### src/rtl/udi_pow_detect_pkg.sv
// udi_pow_pkg: shared types and constants for the UDI power detector.
//   POW_W       : width of power samples, averages and threshold
//   pow_state_e : confirm/release state encoding (00/01/10/11)
package udi_pow_pkg;

   localparam int POW_W = 32;

   typedef enum logic [1:0] {
      SEARCH  = 2'b00,
      CONFIRM = 2'b01,
      DETECT  = 2'b10,
      RELEASE = 2'b11
   } pow_state_e;

endpackage

### src/rtl/udi_pow_detect_if.sv
// udi_pow_detect_if: sample stream in, window result and detection out.
//   in_valid/in_pow                : power sample from the UDI power instruction
//   avg_valid/avg_pow              : window-average update pulse and value
//   det/det_rise/det_fall          : detection level and edge pulses
//   master : sample producer / status consumer
//   slave  : the detector
interface udi_pow_detect_if;

   logic                          in_valid;
   logic [udi_pow_pkg::POW_W-1:0] in_pow;
   logic                          avg_valid;
   logic [udi_pow_pkg::POW_W-1:0] avg_pow;
   logic                          det;
   logic                          det_rise;
   logic                          det_fall;

   modport master (
      output in_valid, in_pow,
      input  avg_valid, avg_pow, det, det_rise, det_fall
   );

   modport slave (
      input  in_valid, in_pow,
      output avg_valid, avg_pow, det, det_rise, det_fall
   );

endinterface

### src/rtl/udi_pow_detect_win_acc.sv
// udi_pow_win_acc: block accumulator over 2^WIN_LOG2 valid samples.
//   clk_i, rst_i   : clock, synchronous active-high reset (greset | clr)
//   in_valid_i/in_pow_i : sample stream
//   close_o        : combinational, high on the edge that closes a window
//   avg_next_o     : combinational average including the current sample
//   avg_valid_o    : registered one-cycle pulse after window close
//   avg_pow_o      : registered last window average
module udi_pow_win_acc
   import udi_pow_pkg::*;
#(
   parameter int WIN_LOG2 = 4
) (
   input  logic             clk_i,
   input  logic             rst_i,
   input  logic             in_valid_i,
   input  logic [POW_W-1:0] in_pow_i,
   output logic             close_o,
   output logic [POW_W-1:0] avg_next_o,
   output logic             avg_valid_o,
   output logic [POW_W-1:0] avg_pow_o
);

   localparam int ACC_W = POW_W + WIN_LOG2;

   logic [ACC_W-1:0]    acc_q;
   logic [ACC_W-1:0]    sum_d;
   logic [WIN_LOG2-1:0] cnt_q;
   logic                avg_valid_q;
   logic [POW_W-1:0]    avg_pow_q;

   // Accumulator carries WIN_LOG2 guard bits, so the full window sum fits.
   assign sum_d      = acc_q + ACC_W'(in_pow_i);
   assign close_o    = in_valid_i && (cnt_q == '1);
   assign avg_next_o = sum_d[ACC_W-1:WIN_LOG2];

   always_ff @(posedge clk_i) begin
      if (rst_i) begin
         acc_q       <= '0;
         cnt_q       <= '0;
         avg_valid_q <= 1'b0;
         avg_pow_q   <= '0;
      end else begin
         avg_valid_q <= 1'b0;
         if (in_valid_i) begin
            if (close_o) begin
               acc_q       <= '0;
               cnt_q       <= '0;
               avg_pow_q   <= avg_next_o;
               avg_valid_q <= 1'b1;
            end else begin
               acc_q <= sum_d;
               cnt_q <= cnt_q + WIN_LOG2'(1);
            end
         end
      end
   end

   assign avg_valid_o = avg_valid_q;
   assign avg_pow_o   = avg_pow_q;

endmodule

### src/rtl/udi_pow_detect.sv
// udi_pow_detect: windowed power average with hit/miss confirm hysteresis.
//   gclk, greset   : clock, synchronous active-high reset
//   pif (slave)    : sample stream in, average and detection status out
//   cfg_thr        : strict-greater threshold on the window average
//   cfg_hits       : consecutive hit windows to assert det (0 acts as 1)
//   cfg_miss       : consecutive miss windows to release det (0 acts as 1)
//   clr            : synchronous soft clear, same effect as greset
// Optional build macro UDI_POW_DET_PEAK_EN adds:
//   peak_clr       : clears the peak register only
//   peak_pow       : maximum window average since reset/clr/peak_clr
//
// state   | meaning
// SEARCH  | det=0, waiting for a first hit window
// CONFIRM | det=0, counting consecutive hit windows
// DETECT  | det=1, steady detection
// RELEASE | det=1, counting consecutive miss windows
module udi_pow_detect
   import udi_pow_pkg::*;
#(
   parameter int WIN_LOG2 = 4,
   parameter int CNT_W    = 4
) (
   input  logic              gclk,
   input  logic              greset,
   udi_pow_detect_if.slave   pif,
   input  logic [POW_W-1:0]  cfg_thr,
   input  logic [CNT_W-1:0]  cfg_hits,
   input  logic [CNT_W-1:0]  cfg_miss,
   input  logic              clr
`ifdef UDI_POW_DET_PEAK_EN
   ,
   input  logic              peak_clr,
   output logic [POW_W-1:0]  peak_pow
`endif
);

   logic             rst;
   logic             close;
   logic [POW_W-1:0] avg_next;
   logic             hit;
   logic [CNT_W-1:0] eff_hits;
   logic [CNT_W-1:0] eff_miss;
   logic [CNT_W-1:0] hit_inc;
   logic [CNT_W-1:0] miss_inc;

   pow_state_e       state_q;
   logic [CNT_W-1:0] hit_cnt_q;
   logic [CNT_W-1:0] miss_cnt_q;
   logic             det_q;
   logic             det_rise_q;
   logic             det_fall_q;

   assign rst = greset | clr;

   udi_pow_win_acc #(
      .WIN_LOG2 (WIN_LOG2)
   ) u_win_acc (
      .clk_i       (gclk),
      .rst_i       (rst),
      .in_valid_i  (pif.in_valid),
      .in_pow_i    (pif.in_pow),
      .close_o     (close),
      .avg_next_o  (avg_next),
      .avg_valid_o (pif.avg_valid),
      .avg_pow_o   (pif.avg_pow)
   );

   // Decision uses the average being registered on this same edge, so the
   // det change lines up with avg_valid.
   assign hit      = avg_next > cfg_thr;
   assign eff_hits = (cfg_hits == '0) ? CNT_W'(1) : cfg_hits;
   assign eff_miss = (cfg_miss == '0) ? CNT_W'(1) : cfg_miss;
   assign hit_inc  = (hit_cnt_q  == '1) ? hit_cnt_q  : hit_cnt_q  + CNT_W'(1);
   assign miss_inc = (miss_cnt_q == '1) ? miss_cnt_q : miss_cnt_q + CNT_W'(1);

   // Terminal compares use >= so a config lowered mid-count still resolves.
   always_ff @(posedge gclk) begin
      if (rst) begin
         state_q    <= SEARCH;
         hit_cnt_q  <= '0;
         miss_cnt_q <= '0;
         det_q      <= 1'b0;
         det_rise_q <= 1'b0;
         det_fall_q <= 1'b0;
      end else begin
         det_rise_q <= 1'b0;
         det_fall_q <= 1'b0;
         if (close) begin
            unique case (state_q)
               SEARCH: begin
                  if (hit) begin
                     hit_cnt_q <= CNT_W'(1);
                     if (eff_hits == CNT_W'(1)) begin
                        state_q    <= DETECT;
                        det_q      <= 1'b1;
                        det_rise_q <= 1'b1;
                     end else begin
                        state_q <= CONFIRM;
                     end
                  end else begin
                     hit_cnt_q <= '0;
                  end
               end
               CONFIRM: begin
                  if (hit) begin
                     hit_cnt_q <= hit_inc;
                     if (hit_inc >= eff_hits) begin
                        state_q    <= DETECT;
                        det_q      <= 1'b1;
                        det_rise_q <= 1'b1;
                     end
                  end else begin
                     hit_cnt_q <= '0;
                     state_q   <= SEARCH;
                  end
               end
               DETECT: begin
                  if (!hit) begin
                     miss_cnt_q <= CNT_W'(1);
                     if (eff_miss == CNT_W'(1)) begin
                        state_q    <= SEARCH;
                        det_q      <= 1'b0;
                        det_fall_q <= 1'b1;
                     end else begin
                        state_q <= RELEASE;
                     end
                  end else begin
                     miss_cnt_q <= '0;
                  end
               end
               RELEASE: begin
                  if (!hit) begin
                     miss_cnt_q <= miss_inc;
                     if (miss_inc >= eff_miss) begin
                        state_q    <= SEARCH;
                        det_q      <= 1'b0;
                        det_fall_q <= 1'b1;
                     end
                  end else begin
                     miss_cnt_q <= '0;
                     state_q    <= DETECT;
                  end
               end
               default: state_q <= SEARCH;
            endcase
         end
      end
   end

   assign pif.det      = det_q;
   assign pif.det_rise = det_rise_q;
   assign pif.det_fall = det_fall_q;

`ifdef UDI_POW_DET_PEAK_EN
   logic [POW_W-1:0] peak_q;

   // A fresh average beats peak_clr: the clear restarts tracking from it.
   always_ff @(posedge gclk) begin
      if (rst) begin
         peak_q <= '0;
      end else if (close && (peak_clr || (avg_next > peak_q))) begin
         peak_q <= avg_next;
      end else if (peak_clr) begin
         peak_q <= '0;
      end
   end

   assign peak_pow = peak_q;
`endif

endmodule

### src/flat_wrapper.sv
// flat-port wrapper written by rule: the top's interface ports become plain ports
module udi_pow_detect_flat import udi_pow_pkg::*;
#(
   parameter int WIN_LOG2 = 4,
   parameter int CNT_W    = 4
)
  (gclk, greset, cfg_thr, cfg_hits, cfg_miss, clr, pif_in_valid, pif_in_pow, pif_avg_valid, pif_avg_pow, pif_det, pif_det_rise, pif_det_fall);
  udi_pow_detect_if pif_i ();
  input  logic gclk;
  input  logic greset;
  input  logic [POW_W-1:0] cfg_thr;
  input  logic [CNT_W-1:0] cfg_hits;
  input  logic [CNT_W-1:0] cfg_miss;
  input  logic clr;
  input wire logic [$bits(pif_i.in_valid)-1:0] pif_in_valid;
  input wire logic [$bits(pif_i.in_pow)-1:0] pif_in_pow;
  output wire logic [$bits(pif_i.avg_valid)-1:0] pif_avg_valid;
  output wire logic [$bits(pif_i.avg_pow)-1:0] pif_avg_pow;
  output wire logic [$bits(pif_i.det)-1:0] pif_det;
  output wire logic [$bits(pif_i.det_rise)-1:0] pif_det_rise;
  output wire logic [$bits(pif_i.det_fall)-1:0] pif_det_fall;
  assign pif_i.in_valid = pif_in_valid;
  assign pif_i.in_pow = pif_in_pow;
  assign pif_avg_valid = pif_i.avg_valid;
  assign pif_avg_pow = pif_i.avg_pow;
  assign pif_det = pif_i.det;
  assign pif_det_rise = pif_i.det_rise;
  assign pif_det_fall = pif_i.det_fall;
  udi_pow_detect #(.WIN_LOG2(WIN_LOG2), .CNT_W(CNT_W)) u_core (.gclk(gclk), .greset(greset), .pif(pif_i), .cfg_thr(cfg_thr), .cfg_hits(cfg_hits), .cfg_miss(cfg_miss), .clr(clr));
endmodule
### config.mk
export PLATFORM = sky130hd
export DESIGN_NAME = udi_pow_detect_flat
export DESIGN_NICKNAME = d
export VERILOG_FILES = /design/src/rtl/udi_pow_detect_pkg.sv /design/src/rtl/udi_pow_detect_if.sv /design/src/rtl/udi_pow_detect_win_acc.sv /design/src/rtl/udi_pow_detect.sv /design/src/flat_wrapper.sv
export SDC_FILE = /design/constraint.sdc
export NUM_CORES = 1
export LEC_CHECK = 0
export ABC_AREA = 1
export CAP_MARGIN = 40
export CORE_MARGIN = 1
export CORE_UTILIZATION = 25
export DETAILED_ROUTE_END_ITERATION = 7
export GPL_ROUTABILITY_DRIVEN = 1
export SYNTH_ARGS = -nofsm -noshare
export SYNTH_HDL_FRONTEND = slang
export SYNTH_SLANG_ARGS = --single-unit
export TNS_END_PERCENT = 5
### constraint.sdc
create_clock -name gclk -period 5.7 [get_ports gclk]
set_input_delay 1.425 -clock gclk [delete_from_list [all_inputs] [get_ports gclk]]
set_output_delay 1.425 -clock gclk [all_outputs]
set_load 0.02 [all_outputs]
==> results.sh, run 1 <==
export IMPL_synth_seq_cells=86
export IMPL_r2r_start="u_core.u_win_acc.acc_q[0]"
export IMPL_slew_violations=0
export IMPL_crit_path_top_delay_cell="fa_1"
export IMPL_cts_resized=0
export IMPL_p_seq_share_pct=37.3
export IMPL_numCtsBuffers=9
export IMPL_syn_to_final_growth_pct=27.4
export IMPL_ioPinCount=112
export IMPL_fin_setup_tns_ps=0
export IMPL_worst_r2r_setup_slack_ps=1660
export IMPL_drcViolationCount=0
export IMPL_synthTopCellsByArea="dfxtp_1, nand2_1, ha_1"
export IMPL_nets=1269
export IMPL_rsz0062_at_grt="no"
export IMPL_peakVddDrop_v=0.000115
export IMPL_yosysSeqAreaShare_pct=26.3
export IMPL_drt_antenna_violating_nets=0
export IMPL_drv_cap=0
export IMPL_use_met2_pct=27.8
export IMPL_dieArea_sq_um=26900
export IMPL_hold_viol_final=0
export IMPL_period_needed_ps=5250
export IMPL_busiest_layer="met2"
export IMPL_core_rowCount=58
export IMPL_layout_common_cells="nand2_1, inv_1, clkdlybuf4s50_1"
export IMPL_finalSetupViolCount=0
export IMPL_end_kind="flip-flop"
export IMPL_overflow=0
export IMPL_synth_ff_type="dfxtp_1"
export IMPL_power_density_nw_per_um2=198
export IMPL_synth_area_per_cell_sq_um=6.50
export IMPL_core_area_sq_um=25500
export IMPL_slowest_delay_ps=460
export IMPL_start_util_pct=25.7
export IMPL_viasPerCell=4.55
export IMPL_clock_sinks=86
export IMPL_clkTransAtPathRegs_ps=70
export IMPL_drive_above_1_share_pct=5.45
export IMPL_synth_fp_nets=1161
export IMPL_critPathMaxFanout=9
export IMPL_ys_warn_count=0
export IMPL_die_h_microns=164
export IMPL_clk_latency_ps=360
export IMPL_path_class="in -> reg"
export IMPL_routed_wl_microns=20800
export IMPL_gp_congestion=0.867
export IMPL_antenna_found_initial=0
export IMPL_grt_max_degree=48
export IMPL_startpoint="pif_in_pow[0]"
export IMPL_synthesis_area_sq_um=6560
export IMPL_worst_slew_margin_rel_pct=47.0
export IMPL_grt_pass1_wl_microns=33600
export IMPL_critPathLaunchType="input port"
export IMPL_dr_pass1_iters=5
export IMPL_cp_common_cell="nand2_1"
export IMPL_post_cts_setup_buffer_count=0
export IMPL_p_leak_nw=3.91
export IMPL_fmax_mhz=190
export IMPL_min_path_type="reg -> reg"
export IMPL_cts_tree="yes"
export IMPL_io_buffers=111
export IMPL_synth_top_cell_area_share_pct=26.3
export IMPL_outcome="finished clean"
export IMPL_worst_slew_pin_slew_ps=794
export IMPL_cts_hold_buf=0
export IMPL_clock_skew_ps=10.1
export IMPL_dp_hpwl_microns=16800
export IMPL_p_sw_uw=504
export IMPL_min_path_cells=2
export IMPL_die_width_microns=164
export IMPL_timing_hold_ws_ps=452
export IMPL_p_int_mw=1.15
export IMPL_clockBufferDepth=2
export IMPL_p_sw_share_pct=30.5
export IMPL_timing_final_crit_share_pct=92.2
export IMPL_met1_usage_pct=20.3
export IMPL_synth_edf_count=0
export IMPL_yosys_area_top_type="dfxtp_1"
export IMPL_pwr_share_comb_pct=23.6
export IMPL_r2r_end="u_core.hit_cnt_q[1]"
export IMPL_ys_types=42
export IMPL_postSynthCellCount=1009
export IMPL_r2r_cells=24
export IMPL_drtIter0Drc=273
export IMPL_critical_path_endpoint="u_core.hit_cnt_q[1]"
export IMPL_clockPowerShare_pct=39.1
export IMPL_crit_required_ps=5990
export IMPL_grtUsageMet3_pct=3.13
export IMPL_htreeDepth=3
export IMPL_routedWlPerCell_microns=14.4
export IMPL_grt_use_total_pct=16.2
export IMPL_dr_total_vias=6598
export IMPL_diodes=0
export IMPL_async_flop_share_pct=0
export IMPL_root_buffer="clkbuf_16"
export IMPL_cp_arrival_ps=5540
export IMPL_grt_pass1_vias=6446
export IMPL_layout_commonest_cell="nand2_1"
[metal layers]
| metal | part of all wire, % | wire length [microns] |
|---|---|---|
| met2 | 47 | 9770 |
| met1 | 47 | 9840 |
| met4 | 1.7 | 349 |
| met5 | 0 | 0 |
| met3 | 4.2 | 879 |
[synth_stat cells, types with 4 or more instances]
| cell type | instances |
|---|---|
| nand2_1 | 313 |
| inv_1 | 112 |
| a21oi_1 | 100 |
| nor2_1 | 93 |
| dfxtp_1 | 86 |
| ha_1 | 75 |
| nand3_1 | 43 |
| o21ai_0 | 42 |
| clkbuf_1 | 13 |
| xor2_1 | 13 |
| a22o_1 | 11 |
| nand2_2 | 10 |
| nand4_1 | 10 |
| a21o_1 | 7 |
| nand3b_1 | 6 |
| nor2_2 | 6 |
| nor4_1 | 6 |
| or2_2 | 6 |
| inv_2 | 5 |
| nor3_1 | 5 |
| buf_2 | 4 |
| o21ai_1 | 4 |
| o21bai_1 | 4 |
[cell families after synthesis]
kind of cell	after synthesis	synth area share (%)
compound gates	182	15.6
xor+xnor	17	2.50
fa+ha+maj	76	14.6
buf+inv	135	7.80
flops	86	26.3
mux	2	0.343
simple gates	511	32.9
[sequential cells by signal, summed over array words and instances (netlist names)]
| signal | cells |
|---|---|
| u_core.state_q | 2 |
| u_core.u_win_acc.avg_valid_o | 1 |
| u_core.u_win_acc.cnt_q | 4 |
| u_core.hit_cnt_q | 4 |
| u_core.u_win_acc.acc_q | 36 |
| u_core.u_win_acc.avg_pow_o | 32 |
| u_core.pif.det | 1 |
| u_core.pif.det_rise | 1 |
| u_core.pif.det_fall | 1 |
| u_core.miss_cnt_q | 4 |
[power groups by stage]
| stage | Sequential [mW] | Combinational [mW] | Clock [mW] |
|---|---|---|---|
| CTS | 0.617 | 0.394 | 0.657 |
| floorplan | 0.629 | 0.248 | 0 |
| detailed placement | 0.631 | 0.392 | 0 |
| finish | 0.617 | 0.390 | 0.646 |
| global route | 0.618 | 0.445 | 0.686 |
| global placement | 0.630 | 0.390 | 0 |
[layout make-up]
cell class	count	area, sq um
tap	330	413
clock buffer	9	225
fill	2780	17100
clock inverter	5	85.1
inverter	117	439
multi-input combinational	788	4330
sequential	86	1720
timing repair buffer	115	1140
[worst max-delay path: cells and delay by family]
kind	cells	cell delay, ps
AOI/OAI and AO/OA	2	220
buffers and inverters	3	550
and+or+nand+nor	17	2350
adders and majority gates	3	1000
[worst min path at each step]
stage                                   startpoint                              to  slack (ps)
floorplan                u_core.u_win_acc.acc_q[4]       u_core.u_win_acc.acc_q[4]         450
global placement    u_core.u_win_acc.avg_pow_o[15]  u_core.u_win_acc.avg_pow_o[15]         440
detailed placement  u_core.u_win_acc.avg_pow_o[22]  u_core.u_win_acc.avg_pow_o[22]         440
CTS                 u_core.u_win_acc.avg_pow_o[23]  u_core.u_win_acc.avg_pow_o[23]         460
global route        u_core.u_win_acc.avg_pow_o[22]  u_core.u_win_acc.avg_pow_o[22]         470
finish              u_core.u_win_acc.avg_pow_o[23]  u_core.u_win_acc.avg_pow_o[23]         450
[through the flow]
stage                     worst slack, ps  total power, mW  util, %  cell area (sq um)  cells
after detailed placement             89.5             1.02     31.6               8040   1436
after floorplan                      1460            0.877        -               6560   1009
final                                 446             1.65     32.8               8350   1450
after global placement                133             1.02     31.6               8040   1436
after CTS                             453             1.67     32.8               8350   1450
after global routing                 84.0             1.75     32.8               8350   1450
(Power assumes the default switching activity.)
==> inputs of run 2 (changes only) <==
--- a/config.mk
+++ b/config.mk
@@ -14,4 +14,4 @@
 export SYNTH_ARGS = -nofsm -noshare
 export SYNTH_HDL_FRONTEND = slang
 export SYNTH_SLANG_ARGS = --single-unit
-export TNS_END_PERCENT = 5
+export TNS_END_PERCENT = 10
==> results of run 2 <==
The final DEF is identical to that of run 1; final timing and power are the same.
